### config.mk
export PLATFORM = sky130hd
export DESIGN_NAME = button_debounce
export DESIGN_NICKNAME = d
export VERILOG_FILES = /design/src/rtl/button_debounce.sv
export SDC_FILE = /design/constraint.sdc
export NUM_CORES = 1
export LEC_CHECK = 0
export CELL_PAD_IN_SITES_DETAIL_PLACEMENT = 1
export CELL_PAD_IN_SITES_GLOBAL_PLACEMENT = 2
export CORE_UTILIZATION = 43
export DETAILED_ROUTE_END_ITERATION = 7
export GPL_TIMING_DRIVEN = 0
export PLACE_DENSITY_LB_ADDON = 0.1
export SLEW_MARGIN = 20
export SYNTH_ARGS = -nofsm -noshare
export SYNTH_HDL_FRONTEND = slang
export SYNTH_SLANG_ARGS = --single-unit
### constraint.sdc
create_clock -name clk -period 3.3 [get_ports clk]
set_input_delay 0.66 -clock clk [delete_from_list [all_inputs] [get_ports clk]]
set_output_delay 0.66 -clock clk [all_outputs]
set_load 0.1 [all_outputs]
### src/rtl/button_debounce.sv
// ============================================================================
// Module      : button_debounce
// Description : Per-bit 2-FF synchronizer and debounce counter producing the
//               debounced level plus one-cycle press/release pulses.
//               Optional auto-repeat of press pulses: BUTTON_DEBOUNCE_REPEAT_EN.
// Revision    : 1.0 - initial release
// ============================================================================
`default_nettype none

module button_debounce #(
  parameter int N_INPUTS        = 6,
  parameter int DEBOUNCE_CYCLES = 251750,
  parameter int REPEAT_DELAY    = 6293750,
  parameter int REPEAT_PERIOD   = 2517500
) (
  input  logic                clk,
  input  logic                rst_n,
  input  logic [N_INPUTS-1:0] i_raw,
  output logic [N_INPUTS-1:0] o_level,
  output logic [N_INPUTS-1:0] o_press,
  output logic [N_INPUTS-1:0] o_release
);

  localparam int CNT_W = $clog2(DEBOUNCE_CYCLES + 1);
  localparam logic [CNT_W-1:0] CNT_LAST = CNT_W'(DEBOUNCE_CYCLES - 1);

  logic [N_INPUTS-1:0] sync1;
  logic [N_INPUTS-1:0] sync2;

  always_ff @(posedge clk or negedge rst_n) begin
    if (!rst_n) begin
      sync1 <= '0;
      sync2 <= '0;
    end else begin
      sync1 <= i_raw;
      sync2 <= sync1;
    end
  end

  for (genvar i = 0; i < N_INPUTS; i++) begin : g_bit
    logic [CNT_W-1:0] cnt;
    logic             level;
    logic             press;
    logic             release_p;
    logic             settle;
    logic             repeat_fire;

    // settle marks the edge on which a stable new value is accepted
    assign settle = (sync2[i] != level) && (cnt == CNT_LAST);

`ifdef BUTTON_DEBOUNCE_REPEAT_EN
    localparam int RPT_MAX = (REPEAT_DELAY > REPEAT_PERIOD) ? REPEAT_DELAY : REPEAT_PERIOD;
    localparam int RPT_W   = $clog2(RPT_MAX + 1);
    localparam logic [RPT_W-1:0] RPT_FIRST = RPT_W'(REPEAT_DELAY - 1);
    localparam logic [RPT_W-1:0] RPT_NEXT  = RPT_W'(REPEAT_PERIOD - 1);

    logic [RPT_W-1:0] rpt_cnt;
    logic             rpt_phase;

    // A falling settle wins over a repeat so press and release never coincide
    assign repeat_fire = level && !settle &&
                         (rpt_cnt == (rpt_phase ? RPT_NEXT : RPT_FIRST));

    always_ff @(posedge clk or negedge rst_n) begin
      if (!rst_n) begin
        rpt_cnt   <= '0;
        rpt_phase <= 1'b0;
      end else if (!level || settle) begin
        rpt_cnt   <= '0;
        rpt_phase <= 1'b0;
      end else if (repeat_fire) begin
        rpt_cnt   <= '0;
        rpt_phase <= 1'b1;
      end else begin
        rpt_cnt   <= rpt_cnt + RPT_W'(1);
      end
    end
`else
    assign repeat_fire = 1'b0;
`endif

    always_ff @(posedge clk or negedge rst_n) begin
      if (!rst_n) begin
        cnt       <= '0;
        level     <= 1'b0;
        press     <= 1'b0;
        release_p <= 1'b0;
      end else begin
        press     <= repeat_fire;
        release_p <= 1'b0;
        if (sync2[i] == level) begin
          cnt <= '0;
        end else if (settle) begin
          cnt       <= '0;
          level     <= sync2[i];
          press     <= sync2[i];
          release_p <= ~sync2[i];
        end else begin
          cnt <= cnt + CNT_W'(1);
        end
      end
    end

    assign o_level[i]   = level;
    assign o_press[i]   = press;
    assign o_release[i] = release_p;
  end

endmodule

`default_nettype wire

# Word level (Yosys, flattened, before mapping)
# Index checks and enable logic that the tools add are counted.
totals:
  input_bits: 8
  output_inout_bits: 18
  ff_bits: 138
  elab_cells: 110
op_classes:
  n_addsub: 6
  n_eq_ne: 18
  n_reduce_logical: 12
  n_mux: 36
  n_bitwise: 12
ops:
  columns: ["cell", "n"]
  rows:
  - ["18-bit 2-to-1 mux", 12]
  - ["18-bit by 1-bit adder with 18-bit output, second input constant", 6]
  - ["18-bit == test, second input constant", 6]
  - ["1-bit 2-to-1 mux", 24]
  - ["1-bit NOT", 12]
  - ["2-bit AND reduction", 6]
  - ["1-bit == test", 6]
  - ["1-bit logical AND", 6]
  - ["1-bit != test", 6]

# Logic depth before layout (Yosys ltp)
# Gate-level depths: netlist of run 1.
logic_depth:
  ltp_word: 4
  ltp_mapped: 8

# Worst setup path before layout of run 1
# OpenSTA, ideal clock, no wires.
synth_timing:
  path_kind: "register to register"
  from: "reg g_bit[2].cnt[1]"
  to: "reg g_bit[2].level"
  path_stages_with_launch: 7
  path_slack_ns: 1.081
  setup_ns: 0.125
  period_less_slack_ns: 2.219
  t_arrival_ns: 2.094
  cell_sequence: "dfrtp_1 inv_1 ha_1 or4b_2 or4_4 or2_4 mux2_4"
synth_between:
  elab_chain_cells: 3
synth_rtl:
  columns: ["element", "line", "rtl"]
  rows:
  - ["from (decl)", "41", "logic [CNT_W-1:0] cnt;"]
  - ["from (signal assigned)", "99", "cnt <= cnt + CNT_W'(1);"]
  - ["18-bit == test", "49", "assign settle = (sync2[i] != level) && (cnt == CNT_LAST);"]
  - ["1-bit logical AND", "49", null]
  - ["2-bit AND reduction (no line)", null, null]
  - ["to (signal assigned)", "95", "level <= sync2[i];"]
  - ["to (decl)", "42", "logic level;"]
# No other way between the ends.
# A chain may end at the register's enable or synchronous reset.

# Worst setup path in the final report of run 1
layout_timing:
  from: "reg g_bit[5].level"
  to: "out o_level[5]"
layout_lines:
  columns: ["element", "line", "rtl"]
  rows:
  - ["from (decl)", "42", null]
  - ["from (signal assigned)", "95", null]
  - ["to (decl)", "19", "output logic [N_INPUTS-1:0] o_level,"]
# No word-level cell between the ends.

==> flow_metrics.tcl, run 1 <==
set metrics [dict create \
    grt_max_degree 100 \
    dieHeight_um 126 \
    grt_pass1_wl_mm 25.1 \
    fillers 1689 \
    ioPinCount 26 \
    p_seq_share_pct 48.0 \
    cpPeakStageDelay_ps 1130 \
    crit_required_ps 2640 \
    crit_type "flip-flop to primary output" \
    cts_sinks 138 \
    synthFlopType "dfrtp_1" \
    dr.pass1.iters 4 \
    cts_buffer_depth 2 \
    synth.distinct_cells 40 \
    cts_hold_buf 0 \
    finalCritPeriodShare_pct 83.6 \
    dp_slack_ps 841 \
    r2r_cells 7 \
    p_sw_uw 853 \
    hpwlAfterDp_mm 9.98 \
    synth_top_area_share_pct 52.0 \
    drtIter0Drc 179 \
    finalNonFillerCells 896 \
    drive_gt1_share_pct 10.9 \
    syn_to_final_growth_pct 16.1 \
    layout.nets 715 \
    postSynth.asyncResetShare_pct 100 \
    cts_max_level 4 \
    tritoncts "done" \
    slew_violations 0 \
    rrSetupSlack_ps 810 \
    yosysTopAreaCell "dfrtp_1" \
    timing.critical_path.buf_inv 2 \
    ys_seq_elements 138 \
    yosysSeqAreaShare_pct 52.0 \
    post-route-util_pct 50.9 \
    die_area_um2 15900 \
    netlist_instances 650 \
    outcome "finished, final reports clean" \
    initial_core_util_pct 43.8 \
    synth_area_leaders "dfrtp_1 52%, xnor2_1 8.6%, nor2_1 6.4%" \
    drc 0 \
    total_power_uw 3640 \
    cts_resized 0 \
    core.rowCount 45 \
    worstSetupStartpointType "flip-flop" \
    fin_crit_ps 2760 \
    p_per_area_nw_per_um2 473 \
    cp_top_family "buffers and inverters" \
    vias_per_cell 5.43 \
    syn_avg_cell_area_um2 10.2 \
    io_buffers 25 \
    relSlewSlack_pct 33.8 \
    yosysWarningCount 0 \
    crit_path_end_kind "primary output" \
    rsz0062_at_grt "no" \
    p_sw_share_pct 23.4 \
    cts_root_buf "clkbuf_16" \
    finalSetupTns_ps 0 \
    reg2reg_to "g_bit[2].cnt[8]" \
    grtUsageTotal_pct 19.9 \
    cts_setup_buffers 0 \
    grt_antenna_before_repair 0 \
    worstHoldPathType "input pin to asynchronous set/reset pin" \
    p_int_uw 2790 \
    tightest_slew_ps 990 \
    drv_cap 0 \
    cp.arrival_ps 2100 \
    synth_edf_count 0 \
    totalWireLength_mm 14.3 \
    ant_nets 0 \
    timing.final.ws_setup_ps 540 \
    fmax_ghz 0.362 \
    wire_per_inst_um 15.9 \
    clk_pin_slew_ps 60 \
    die_w_um 126 \
    yosysMostFrequentCell "dfrtp_1" \
    vias 4869 \
    diodes 0 \
    placed_cells 864 \
    p_clk_share_pct 48.6 \
    hold_viol 0 \
    gp_congestion 0.771 \
    core_um2 15100 \
    grt_overflow 0 \
    clkLatencyLatePin_ps 430 \
    timing.critical_path.fanout_max 5 \
    fin_skew_ps 7.04 \
    crit_chain "buf_4, clkdlybuf4s50_1" \
    cts_buffers 17 \
    pwr-share-comb_pct 3.3 \
    synth_common_cells "138 x dfrtp_1, 114 x nor2_1, 65 x xnor2_1" \
    irDropWorstVdd_v 0.000382 \
    slowest_stage "clkdlybuf4s50_1" \
    p_leak_uw 0.00304 \
    grt_pass1_vias 5184 \
    setup_viol 0 \
    syn_nets 670 \
    r2r-start "g_bit[2].cnt[1]" \
    syn_area_um2 6640 \
]
==> flip-flops by register name (all words and copies together) (netlist names) <==
register         flops
sync2                6
g_bit.press          6
g_bit.level          6
sync1                6
g_bit.release_p      6
g_bit.cnt          108
==> worst max path at each step <==
stage / start / to / slack [ps] / depth (start not counted)
floorplan: g_bit[2].cnt[1] / g_bit[2].level / 1080 / 6
global placement: rst_n / g_bit[1].cnt[3] / -3980 / 1
detailed placement: g_bit[2].cnt[1] / g_bit[2].cnt[15] / 840 / 7
CTS: g_bit[5].level / o_level[5] / 520 / 2
global route: g_bit[5].level / o_level[5] / 480 / 2
finish: g_bit[5].level / o_level[5] / 540 / 2
==> through the flow <==
| step | area (µm²) | hold slack, ps |
|---|---|---|
| 2_1_floorplan | 6640 | 331 |
| 3_3_place_gp | 7120 | 333 |
| 3_5_place_dp | 7150 | 336 |
| 4_1_cts | 7710 | 107 |
| 5_1_grt | 7710 | 113 |
| 6_report | 7710 | 104 |
==> power by group through the flow <==
| stage | Combinational, µW | Clock, µW | Sequential [µW] |
|---|---|---|---|
| 6_report | 122 | 1770 | 1750 |
| 5_1_grt | 141 | 1890 | 1750 |
| 4_1_cts | 127 | 1820 | 1750 |
| 3_5_place_dp | 126 | 0 | 1780 |
| 3_3_place_gp | 116 | 0 | 1780 |
| 2_1_floorplan | 59.1 | 0 | 1770 |
==> routing by layer <==
metal  up-vias  track usage [%]  routed length (µm)
met2        44             34.2                7320
li1       2333                -                   -
met3        19             5.14                 288
met4         0             6.52                 237
met5         -                0                   0
met1      2473             24.2                6440
==> cell families (layout without fill, tap and decap cells) <==
logic type	after synthesis	in the layout	synth area share, %
xor gates and xnor gates	89	89	11.7
muxes	6	6	1.13
and+or+nand+nor	326	326	25.9
buffers and inverters	48	106	4.09
adders and majority gates	12	12	2.26
DFF	138	138	52.0
AOI/OAI and AO/OA	31	31	2.87
==> layout make-up <==
type,count,area [µm²],share of cell area [%]
Clock inverter,15,126,1.64
Sequential cell,138,3450,44.8
Tap cell,188,235,3.05
Inverter,20,75.1,0.974
Clock buffer,17,425,5.52
Timing Repair Buffer,26,283,3.67
Buffer,28,196,2.55
Multi-Input combinational cell,464,2910,37.8
==> cell usage in the layout, fill, tap and decap left out, drive strengths merged, types with 2 or more instances in the layout <==
cell / netlist / layout
o21ai: 11 / 11
or4bb: 2 / 2
buf: 23 / 25
nor3: 17 / 17
nor3b: 15 / 15
ha: 12 / 12
clkbuf: 5 / 22
xor2: 24 / 24
and3: 6 / 6
mux2: 6 / 6
nor4: 25 / 25
nor2: 114 / 114
clkdlybuf4s50: 0 / 24
or3: 10 / 10
inv: 20 / 22
nand2: 25 / 25
a21oi: 12 / 12
or4b: 3 / 3
nand2b: 2 / 2
xnor2: 65 / 65
and4: 5 / 5
o31ai: 6 / 6
nand4b: 6 / 6
nand3: 42 / 42
nand4: 34 / 34
dfrtp: 138 / 138
or4: 12 / 12
clkinvlp: 0 / 6
or2: 6 / 6
clkinv: 0 / 6
Note: power is estimated with default switching activity, not from simulation.
==> inputs of run 2 (changes only) <==
--- a/config.mk
+++ b/config.mk
@@ -7,7 +7,7 @@
 export LEC_CHECK = 0
 export CELL_PAD_IN_SITES_DETAIL_PLACEMENT = 1
 export CELL_PAD_IN_SITES_GLOBAL_PLACEMENT = 2
-export CORE_UTILIZATION = 43
+export CORE_UTILIZATION = 40
 export DETAILED_ROUTE_END_ITERATION = 7
 export GPL_TIMING_DRIVEN = 0
 export PLACE_DENSITY_LB_ADDON = 0.1
==> constraint.sdc (replaced) <==
create_clock -name clk -period 2.8 [get_ports clk]
set_input_delay 0.56 -clock clk [delete_from_list [all_inputs] [get_ports clk]]
set_output_delay 0.56 -clock clk [all_outputs]
set_load 0.1 [all_outputs]
==> run 2 against run 1 <==
Effect of this change: die area increased by 7.4%; clock power rose by 20%; via count is 1.4% lower; critical path depth unchanged; combinational power is 17% higher; worst hold slack better by 26 ps; flip-flop and latch count is the same; register-to-register slack worse by 490 ps; wire length is 1.1% lower; largest cell class unchanged.
==> flow_metrics.tcl, run 2 (synthesis results as in run 1) <==
set metrics [dict create \
    layout.nets 715 \
    hpwlAfterDp_mm 9.65 \
    cts_setup_buffers 0 \
    crit_end "o_level[4]" \
    drc 0 \
    drtIter0Drc 197 \
    grt_pass1_vias 5004 \
    dr.pass1.iters 4 \
    ioPinCount 26 \
    grtUsageTotal_pct 18.4 \
    fmax_ghz 0.375 \
    cts_sinks 138 \
    cp_top_family "buffers and inverters" \
    gp_congestion 0.764 \
    worstHoldPathType "input pin to asynchronous set/reset pin" \
    cts_max_level 4 \
    slew_violations 0 \
    timing.critical_path.buf_inv 2 \
    rsz0062_at_grt "no" \
    setup_viol 0 \
    fillers 1798 \
    grtUsageMet1_pct 23.8 \
    relSlewSlack_pct 33.8 \
    top_usage_layer "met2" \
    cts_buffer_depth 2 \
    r2r-start "g_bit[2].cnt[1]" \
    p_per_area_nw_per_um2 559 \
    syn_to_final_growth_pct 16.8 \
    grt_max_degree 84 \
    cts_resized 0 \
    cp.arrival_ps 2110 \
    reg2reg_to "g_bit[2].cnt[10]" \
    slowest_stage "clkdlybuf4s50_1" \
    grt_antenna_before_repair 0 \
    vias 4801 \
    fin_skew_ps 16.2 \
    fin_hold_ws_ps 131 \
    dieHeight_um 131 \
    path_depth 2 \
    grt_overflow 0 \
    wire_per_inst_um 15.3 \
    diodes 0 \
    crit_chain "buf_4, clkdlybuf4s50_1" \
    crit_start "g_bit[4].level" \
    drv_cap 0 \
    outcome "finished, final reports clean" \
    timing.critical_path.fanout_max 5 \
    cts_buffers 17 \
    vias_per_cell 5.20 \
    grt.met2_usage_pct 30.2 \
    finalNonFillerCells 924 \
    layout_common_cells "138 x dfrtp_1, 114 x nor2_1, 65 x xnor2_1" \
    finalCritPeriodShare_pct 95.4 \
    core_um2 16100 \
    core.rowCount 46 \
    clk_pin_slew_ps 60 \
    crit_path_end_kind "primary output" \
    grt_use_met3_pct 4.19 \
    worstSetupStartpointType "flip-flop" \
    largest_reg_flops 108 \
    rrSetupSlack_ps 320 \
    tritoncts "done" \
    p_leak_uw 0.00307 \
    drive_gt1_share_pct 10.5 \
    die_w_um 131 \
    irDropWorstVdd_v 0.000422 \
    clkLatencyLatePin_ps 420 \
    initial_core_util_pct 41.3 \
    r2r_cells 7 \
    crit_required_ps 2240 \
    placed_cells 892 \
    crit_type "flip-flop to primary output" \
    tightest_slew_ps 990 \
    io_buffers 25 \
    cpPeakStageDelay_ps 1120 \
    ant_nets 0 \
    totalWireLength_mm 14.1 \
    hold_viol 0 \
    top_register "g_bit.cnt" \
    fin_crit_ps 2670 \
    die_area_um2 17100 \
    grt_pass1_wl_mm 24.4 \
    final_common_cell "dfrtp_1" \
    cts_hold_buf 0 \
    cts_root_buf "clkbuf_16" \
]
run 2: cell type report:
| cell class | count | area [µm²] | area share, % |
|---|---|---|---|
| Tap cell | 216 | 270 | 3.49 |
| Clock inverter | 8 | 67.6 | 0.872 |
| Clock buffer | 24 | 492 | 6.35 |
| Multi-Input combinational cell | 464 | 2910 | 37.6 |
| Sequential cell | 138 | 3450 | 44.6 |
| Inverter | 20 | 75.1 | 0.969 |
| Timing Repair Buffer | 26 | 283 | 3.65 |
| Buffer | 28 | 196 | 2.54 |
run 2: power breakdown:
group,total [µW],switching [µW],internal [µW]
combinational,143,94.4,48.9
sequential,2060,37.2,2030
clock,2130,823,1310
total,4330,955,3380
run 2: worst min-delay path by stage:
stage	start	endpoint	slack, ps	depth (start not counted)
after CTS	rst_n	sync2[5]	150	1
after floorplan	rst_n	g_bit[0].cnt[0]	260	0
after global routing	rst_n	sync2[5]	190	1
after global placement	sync1[3]	sync2[3]	330	0
final	rst_n	sync2[5]	130	1
after detailed placement	sync1[3]	sync2[3]	340	0
run 2: worst reg2reg max path: stages (launching register included):
cell and delay [ps]:
dfrtp_1 410, inv_1 70, ha_1 120, or4b_2 580, or4_4 450, o21ai_2 400
buf_4 260, nor2_1 70
run 2: per-layer routing:
layer	share of wire, %	wire length [µm]
met1	48	6810
met2	48	6840
met3	2.1	299
met4	1.2	168
met5	0	0
run 2: stage by stage:
| step | setup WS (ps) | total power [µW] | util, % | cell area [µm²] | setup TNS [ps] |
|---|---|---|---|---|---|
| finish | 130 | 4330 | 48.3 | 7750 | 0 |
| global route | 64.2 | 4510 | 48.3 | 7750 | 0 |
| CTS | 90.4 | 4420 | 48.3 | 7750 | 0 |
| detailed placement | 297 | 2250 | 44.8 | 7190 | 0 |
| global placement | -4470 | 2240 | 44.6 | 7160 | -615780 |
| floorplan | 581 | 2160 | - | 6640 | 0 |
==> inputs of run 3 (changes only) <==
--- a/config.mk
+++ b/config.mk
@@ -7,7 +7,7 @@
 export LEC_CHECK = 0
 export CELL_PAD_IN_SITES_DETAIL_PLACEMENT = 1
 export CELL_PAD_IN_SITES_GLOBAL_PLACEMENT = 2
-export CORE_UTILIZATION = 40
+export CORE_UTILIZATION = 43
 export DETAILED_ROUTE_END_ITERATION = 7
 export GPL_TIMING_DRIVEN = 0
 export PLACE_DENSITY_LB_ADDON = 0.1
==> constraint.sdc (replaced) <==
create_clock -name clk -period 3.3 [get_ports clk]
set_input_delay 0.66 -clock clk [delete_from_list [all_inputs] [get_ports clk]]
set_output_delay 0.66 -clock clk [all_outputs]
set_load 0.1 [all_outputs]
==> results of run 3 <==
No change in the layout: final DEF, timing and power equal those of run 1.
